### src/rtl/spi_slave_calc.sv
// SPI slave calculator target: receives one command word, then returns an opcode-selected
// response word. All SPI pins are oversampled in the system clock domain.
module spi_slave_calc #(
    parameter int CMD_W  = 8,
    parameter int DATA_W = 24
) (
    input  logic              clock,
    input  logic              reset,
    input  logic              sclk,
    input  logic              sdi,
    input  logic              cs_n,
    output logic              sdo,
    output logic              sdo_oe,
    output logic              cmd_valid,
    output logic [CMD_W-1:0]  cmd_out,
    output logic [DATA_W-1:0] result_out,
    output logic [DATA_W-1:0] xfer_count
);
    localparam int CNT_W = $clog2(DATA_W + 1);

    typedef enum logic [2:0] {
        IDLE = 3'd0,
        CMD  = 3'd1,
        LOAD = 3'd2,
        RESP = 3'd3,
        DONE = 3'd4
    } state_e;

    state_e            state_q, state_d;
    logic [1:0]        sclk_sync_q, cs_sync_q, sdi_sync_q;
    logic              sclk_prev_q;
    logic [DATA_W-1:0] shift_q, shift_d, prev_q, prev_d;
    logic [DATA_W-1:0] result_q, result_d, count_q, count_d;
    logic [CMD_W-1:0]  cmd_q, cmd_d;
    logic [CNT_W-1:0]  bit_cnt_q, bit_cnt_d;
    logic              sdo_q, sdo_d, oe_q, oe_d, valid_q, valid_d;
    logic              first_fall_q, first_fall_d, armed_q, armed_d;
    logic              sclk_rise_s, sclk_fall_s, cs_high_s, sdi_s;
    logic              cmd_done_s, resp_done_s;
    logic [CMD_W-1:0]  cmd_rx_s;
    logic [DATA_W-1:0] resp_s;

    function automatic logic [DATA_W-1:0] calc_resp(input logic [CMD_W-1:0]  cmd,
                                                     input logic [DATA_W-1:0] count,
                                                     input logic [DATA_W-1:0] prev);
        logic [DATA_W-1:0] arg_ext;
        arg_ext = DATA_W'(cmd[CMD_W-3:0]);
        case (cmd[CMD_W-1:CMD_W-2])
            2'b00:   calc_resp = arg_ext * arg_ext;
            2'b01:   calc_resp = arg_ext;
            2'b10:   calc_resp = count;
            2'b11:   calc_resp = prev;
            default: calc_resp = {DATA_W{1'b0}};
        endcase
    endfunction

    assign sclk_rise_s = sclk_sync_q[1] & ~sclk_prev_q;
    assign sclk_fall_s = ~sclk_sync_q[1] & sclk_prev_q;
    assign cs_high_s   = cs_sync_q[1];
    assign sdi_s       = sdi_sync_q[1];
    assign cmd_done_s  = (state_q == CMD) && sclk_rise_s && (bit_cnt_q == CNT_W'(CMD_W - 1));
    assign resp_done_s = (state_q == RESP) && sclk_rise_s && (bit_cnt_q == CNT_W'(DATA_W - 1));
    assign cmd_rx_s    = shift_q[CMD_W-1:0];
    assign resp_s      = calc_resp(cmd_rx_s, count_q, prev_q);

    // Register bank: synchronisers, FSM state and all datapath/output flops.
    // cs_n synchroniser resets low so a post-reset master must show cs_n high before arming.
    always_ff @(posedge clock) begin
        if (reset) begin
            sclk_sync_q  <= 2'b00;
            cs_sync_q    <= 2'b00;
            sdi_sync_q   <= 2'b00;
            sclk_prev_q  <= 1'b0;
            state_q      <= IDLE;
            shift_q      <= {DATA_W{1'b0}};
            prev_q       <= {DATA_W{1'b0}};
            result_q     <= {DATA_W{1'b0}};
            count_q      <= {DATA_W{1'b0}};
            cmd_q        <= {CMD_W{1'b0}};
            bit_cnt_q    <= {CNT_W{1'b0}};
            sdo_q        <= 1'b0;
            oe_q         <= 1'b0;
            valid_q      <= 1'b0;
            first_fall_q <= 1'b0;
            armed_q      <= 1'b0;
        end else begin
            sclk_sync_q  <= {sclk_sync_q[0], sclk};
            cs_sync_q    <= {cs_sync_q[0], cs_n};
            sdi_sync_q   <= {sdi_sync_q[0], sdi};
            sclk_prev_q  <= sclk_sync_q[1];
            state_q      <= state_d;
            shift_q      <= shift_d;
            prev_q       <= prev_d;
            result_q     <= result_d;
            count_q      <= count_d;
            cmd_q        <= cmd_d;
            bit_cnt_q    <= bit_cnt_d;
            sdo_q        <= sdo_d;
            oe_q         <= oe_d;
            valid_q      <= valid_d;
            first_fall_q <= first_fall_d;
            armed_q      <= armed_d;
        end
    end

    // Next-state logic; a high cs_n overrides any sclk edge in the same cycle.
    always_comb begin
        state_d = state_q;
        if (cs_high_s) begin
            state_d = IDLE;
        end else begin
            case (state_q)
                IDLE:    state_d = armed_q ? CMD : IDLE;
                CMD:     state_d = cmd_done_s ? LOAD : CMD;
                LOAD:    state_d = RESP;
                RESP:    state_d = resp_done_s ? DONE : RESP;
                DONE:    state_d = DONE;
                default: state_d = IDLE;
            endcase
        end
    end

    // Datapath and registered output values per state.
    always_comb begin
        shift_d      = shift_q;
        prev_d       = prev_q;
        result_d     = result_q;
        count_d      = count_q;
        cmd_d        = cmd_q;
        bit_cnt_d    = bit_cnt_q;
        sdo_d        = sdo_q;
        oe_d         = oe_q;
        valid_d      = 1'b0;
        first_fall_d = first_fall_q;
        if (cs_high_s) begin
            armed_d = 1'b1;
        end else if (state_q == IDLE) begin
            armed_d = armed_q;
        end else begin
            armed_d = 1'b0;
        end
        if (cs_high_s) begin
            sdo_d        = 1'b0;
            oe_d         = 1'b0;
            bit_cnt_d    = {CNT_W{1'b0}};
            first_fall_d = 1'b0;
        end else begin
            case (state_q)
                IDLE: begin
                    sdo_d     = 1'b0;
                    oe_d      = 1'b0;
                    bit_cnt_d = {CNT_W{1'b0}};
                end
                CMD: begin
                    if (sclk_rise_s) begin
                        shift_d   = {shift_q[DATA_W-2:0], sdi_s};
                        bit_cnt_d = bit_cnt_q + CNT_W'(1);
                    end else begin
                        bit_cnt_d = bit_cnt_q;
                    end
                end
                LOAD: begin
                    shift_d      = resp_s;
                    sdo_d        = resp_s[DATA_W-1];
                    oe_d         = 1'b1;
                    cmd_d        = cmd_rx_s;
                    result_d     = resp_s;
                    prev_d       = resp_s;
                    valid_d      = 1'b1;
                    count_d      = count_q + DATA_W'(1);
                    bit_cnt_d    = {CNT_W{1'b0}};
                    first_fall_d = 1'b1;
                end
                RESP: begin
                    // MSB is already on sdo when RESP starts, so the first fall only arms shifting.
                    if (sclk_fall_s && first_fall_q) begin
                        first_fall_d = 1'b0;
                    end else if (sclk_fall_s) begin
                        shift_d = {shift_q[DATA_W-2:0], 1'b0};
                        sdo_d   = shift_q[DATA_W-2];
                    end else if (resp_done_s) begin
                        sdo_d     = 1'b0;
                        bit_cnt_d = {CNT_W{1'b0}};
                    end else if (sclk_rise_s) begin
                        bit_cnt_d = bit_cnt_q + CNT_W'(1);
                    end else begin
                        sdo_d = sdo_q;
                    end
                end
                DONE: begin
                    sdo_d = 1'b0;
                    oe_d  = 1'b1;
                end
                default: begin
                    sdo_d = 1'b0;
                    oe_d  = 1'b0;
                end
            endcase
        end
    end

    assign sdo        = sdo_q;
    assign sdo_oe     = oe_q;
    assign cmd_valid  = valid_q;
    assign cmd_out    = cmd_q;
    assign result_out = result_q;
    assign xfer_count = count_q;
endmodule
### config.mk
export PLATFORM = sky130hd
export DESIGN_NAME = spi_slave_calc
export DESIGN_NICKNAME = d
export VERILOG_FILES = /design/src/rtl/spi_slave_calc.sv
export SDC_FILE = /design/constraint.sdc
export NUM_CORES = 1
export LEC_CHECK = 0
export CAP_MARGIN = 20
export CORE_MARGIN = 8
export CORE_UTILIZATION = 50
export CTS_CLUSTER_SIZE = 30
export DETAILED_ROUTE_END_ITERATION = 12
export PLACE_DENSITY = 0.85
export SYNTH_ARGS = -nofsm -noshare
export SYNTH_HDL_FRONTEND = slang
export SYNTH_SLANG_ARGS = --single-unit
### constraint.sdc
create_clock -name clock -period 4.9 [get_ports clock]
set_input_delay 0.98 -clock clock [delete_from_list [all_inputs] [get_ports clock]]
set_output_delay 0.98 -clock clock [all_outputs]
set_load 0.02 [all_outputs]
==> flow_summary.json <==
{
  "portBuffers": 63,
  "post-route-period-util_pct": 81.5,
  "drive_gt1_share_pct": 6.61,
  "r2r-start": "shift_q[3]$_SDFFE_PP0P_",
  "min_to": "sclk_sync_q[1]$_SDFF_PP0_",
  "first_iter_violations": 276,
  "htree_levels": 3,
  "antenna_found_initial": 0,
  "critPathKind": "flop to flop",
  "routed_wl_um": 13400,
  "power.density_mw_per_mm2": 220,
  "skew_ns": 0.00737,
  "postCtsResizedCells": 0,
  "hold_buffers": 0,
  "synthMostInstantiatedCell": "nor2_1",
  "power_mw": 1.35,
  "setup_violations": 0,
  "ant_nets": 0,
  "gp_congestion": 0.900,
  "final_hold_viol_count": 0,
  "cap_violations": 0,
  "grt_pass1_wl_um": 22200,
  "post_cts.repair.setup_buffers": 0,
  "n_fill_cell": 910,
  "fin_nets": 708,
  "pin_count": 64,
  "cts_root_buffer": "clkbuf_8",
  "ir_drop_mv": 0.156,
  "max_freq_ghz": 0.250,
  "status": "complete, no violations",
  "yosysSeqAreaShare_pct": 37.4,
  "hold_path_startpoint": "sclk_sync_q[0]$_SDFF_PP0_",
  "hold_path.class": "flop to flop",
  "num_vias": 4606,
  "rsz0062_at_grt": "no",
  "dieArea_mm2": 0.0141,
  "async_flop_share_pct": 0,
  "r2r-end": "shift_q[5]$_SDFFE_PP0P_",
  "die_h_um": 119,
  "maxSlewViolCount": 0,
  "drc": 0,
  "synthFlopType": "dfxtp_1",
  "gr-total-overflow": 0,
  "yosysTopAreaCellShare_pct": 37.4,
  "synth-warning-count": 0,
  "hold_ws_ns": 0.443,
  "syn_area_mm2": 0.00529,
  "hold_path_depth": 1,
  "cp_data_required_time_ns": 5.14,
  "area_growth_pct": 15.9,
  "placed_area_mm2": 0.00595,
  "synth-edff-count": 0,
  "min_period_ns": 3.99,
  "p_leak_nw": 2.18,
  "synthCells": 640,
  "ys_top_cells_by_count": "nor2_1 (114), dfxtp_1 (99), nand2_1 (60), a21oi_1 (48), clkbuf_1 (31)",
  "relSlewSlack_pct": 29.0,
  "setup-tns-final_ns": 0,
  "synth_cell_type_count": 55,
  "first_global_vias": 4560,
  "tightest_slew_ns": 1.06,
  "antennaDiodeCount": 0,
  "cts.path.max_buffers": 2,
  "cts_buffers": 9,
  "dpl.hpwl_um": 9390,
  "syn_area_per_cell_um2": 8.27,
  "wl_per_cell_um": 16.4,
  "synth.area.top_cells": "dfxtp_1 (37%), nor2_1 (8.1%), a21oi_1 (4.5%)",
  "viasPerCell": 5.64,
  "clk_pin_slew_ns": 0.10,
  "final_cell_area_mm2": 0.00613,
  "start_util_pct": 51.3,
  "die_w_um": 119,
  "synth_area_leader_cell": "dfxtp_1",
  "clock_latency_ns": 0.38,
  "synth-seq-cells": 99,
  "grt_use_total_pct": 18.9,
  "rr_worst_depth": 13,
  "synth_nets": 672,
  "clock-sinks": 99,
  "reg2reg_slack_ns": 0.91,
  "grt_max_degree": 58,
  "dr.pass1.iters": 5,
  "core-area_mm2": 0.0103,
  "worstPathArrival_ns": 4.23,
  "startpoint_type": "flop",
  "end_kind": "flop",
  "rows": 37,
  "cts_tree": "done",
  "worstPathMaxFanout": 11
}
[cells in the final DEF, fill, tap and decap left out, types with 5 or more instances in the layout]
| cell | instances |
|---|---|
| a211oi_1 | 23 |
| a21oi_1 | 48 |
| a31oi_1 | 8 |
| and2_1 | 12 |
| buf_4 | 5 |
| clkbuf_8 | 10 |
| clkdlybuf4s50_1 | 62 |
| dfxtp_1 | 99 |
| fa_1 | 9 |
| ha_1 | 18 |
| inv_1 | 29 |
| mux2_2 | 13 |
| mux2i_1 | 10 |
| nand2_1 | 60 |
| nand3_1 | 17 |
| nand4_1 | 12 |
| nor2_1 | 114 |
| nor2b_1 | 13 |
| nor3_1 | 12 |
| o21ai_0 | 11 |
| xnor2_1 | 10 |
| xor2_1 | 21 |
[per-layer routing]
layer	GRT usage, %	vias to the layer above	wire length [um]
met5	0	-	0
met4	7.43	0	255
met3	5.76	19	817
met2	31.4	115	6470
met1	22.6	2208	5830
li1	-	2264	-
[critical path, cell delays in order (launching register included)]
cell and delay, ns:
dfxtp_1 0.53, and2_1 0.31, inv_1 0.09, fa_1 0.49, fa_1 0.50, inv_1 0.05
fa_1 0.54, inv_1 0.06, ha_1 0.22, xor2_1 0.14, mux4_2 0.47, mux2_2 0.27
mux2i_1 0.13, nor2_1 0.05
[cell families after synthesis]
logic type | synth area share, %
xor+xnor | 5.13
fa+ha+maj | 7.66
simple gates | 23.8
compound gates | 14.1
mux | 6.36
buf+inv | 5.51
flops | 37.4
[final cells by class]
type                    count  area, um^2  share of cell area (%)
flip-flops and latches     99        1980                    32.3
clock inverters             6        46.3                   0.755
inverters                  29         109                    1.77
repair buffers             68         663                    10.8
well taps                 136         170                    2.77
multi-input cells         469        3030                    49.3
clock buffers              10         138                    2.24
[where the power goes]
part           internal [mW]  switching [mW]  leakage (nW)
clock network          0.202           0.299        0.0893
registers              0.809         0.00551         0.799
logic                 0.0114          0.0214          1.30
total                   1.02           0.326          2.18
[state kept, by name (all words and copies together) (netlist names)]
register	cells
sclk_prev_q	1
cmd_valid	1
cs_sync_q	2
sclk_sync_q	2
sdo_oe	1
bit_cnt_q	5
first_fall_q	1
sdi_sync_q	2
result_out	24
armed_q	1
xfer_count	24
sdo	1
cmd_out	8
state_q	3
shift_q	23
[through the flow]
stage | instances | utilization, % | setup WS (ns)
finish | 817 | 59.4 | 0.907
global route | 817 | 59.4 | 0.677
CTS | 817 | 59.4 | 0.912
detailed placement | 801 | 57.6 | 0.941
global placement | 801 | 57.6 | 1.09
floorplan | 640 | - | 1.13
[worst max path at each step]
stage / start / endpoint / slack, ns
global route: shift_q[3]$_SDFFE_PP0P_ / shift_q[5]$_SDFFE_PP0P_ / 0.68
CTS: shift_q[3]$_SDFFE_PP0P_ / shift_q[5]$_SDFFE_PP0P_ / 0.91
finish: shift_q[3]$_SDFFE_PP0P_ / shift_q[5]$_SDFFE_PP0P_ / 0.91
detailed placement: shift_q[3]$_SDFFE_PP0P_ / shift_q[5]$_SDFFE_PP0P_ / 0.94
global placement: shift_q[1]$_SDFFE_PP0P_ / shift_q[5]$_SDFFE_PP0P_ / 1.09
floorplan: shift_q[3]$_SDFFE_PP0P_ / shift_q[5]$_SDFFE_PP0P_ / 1.13
Note: power is estimated with default switching activity, not from simulation.
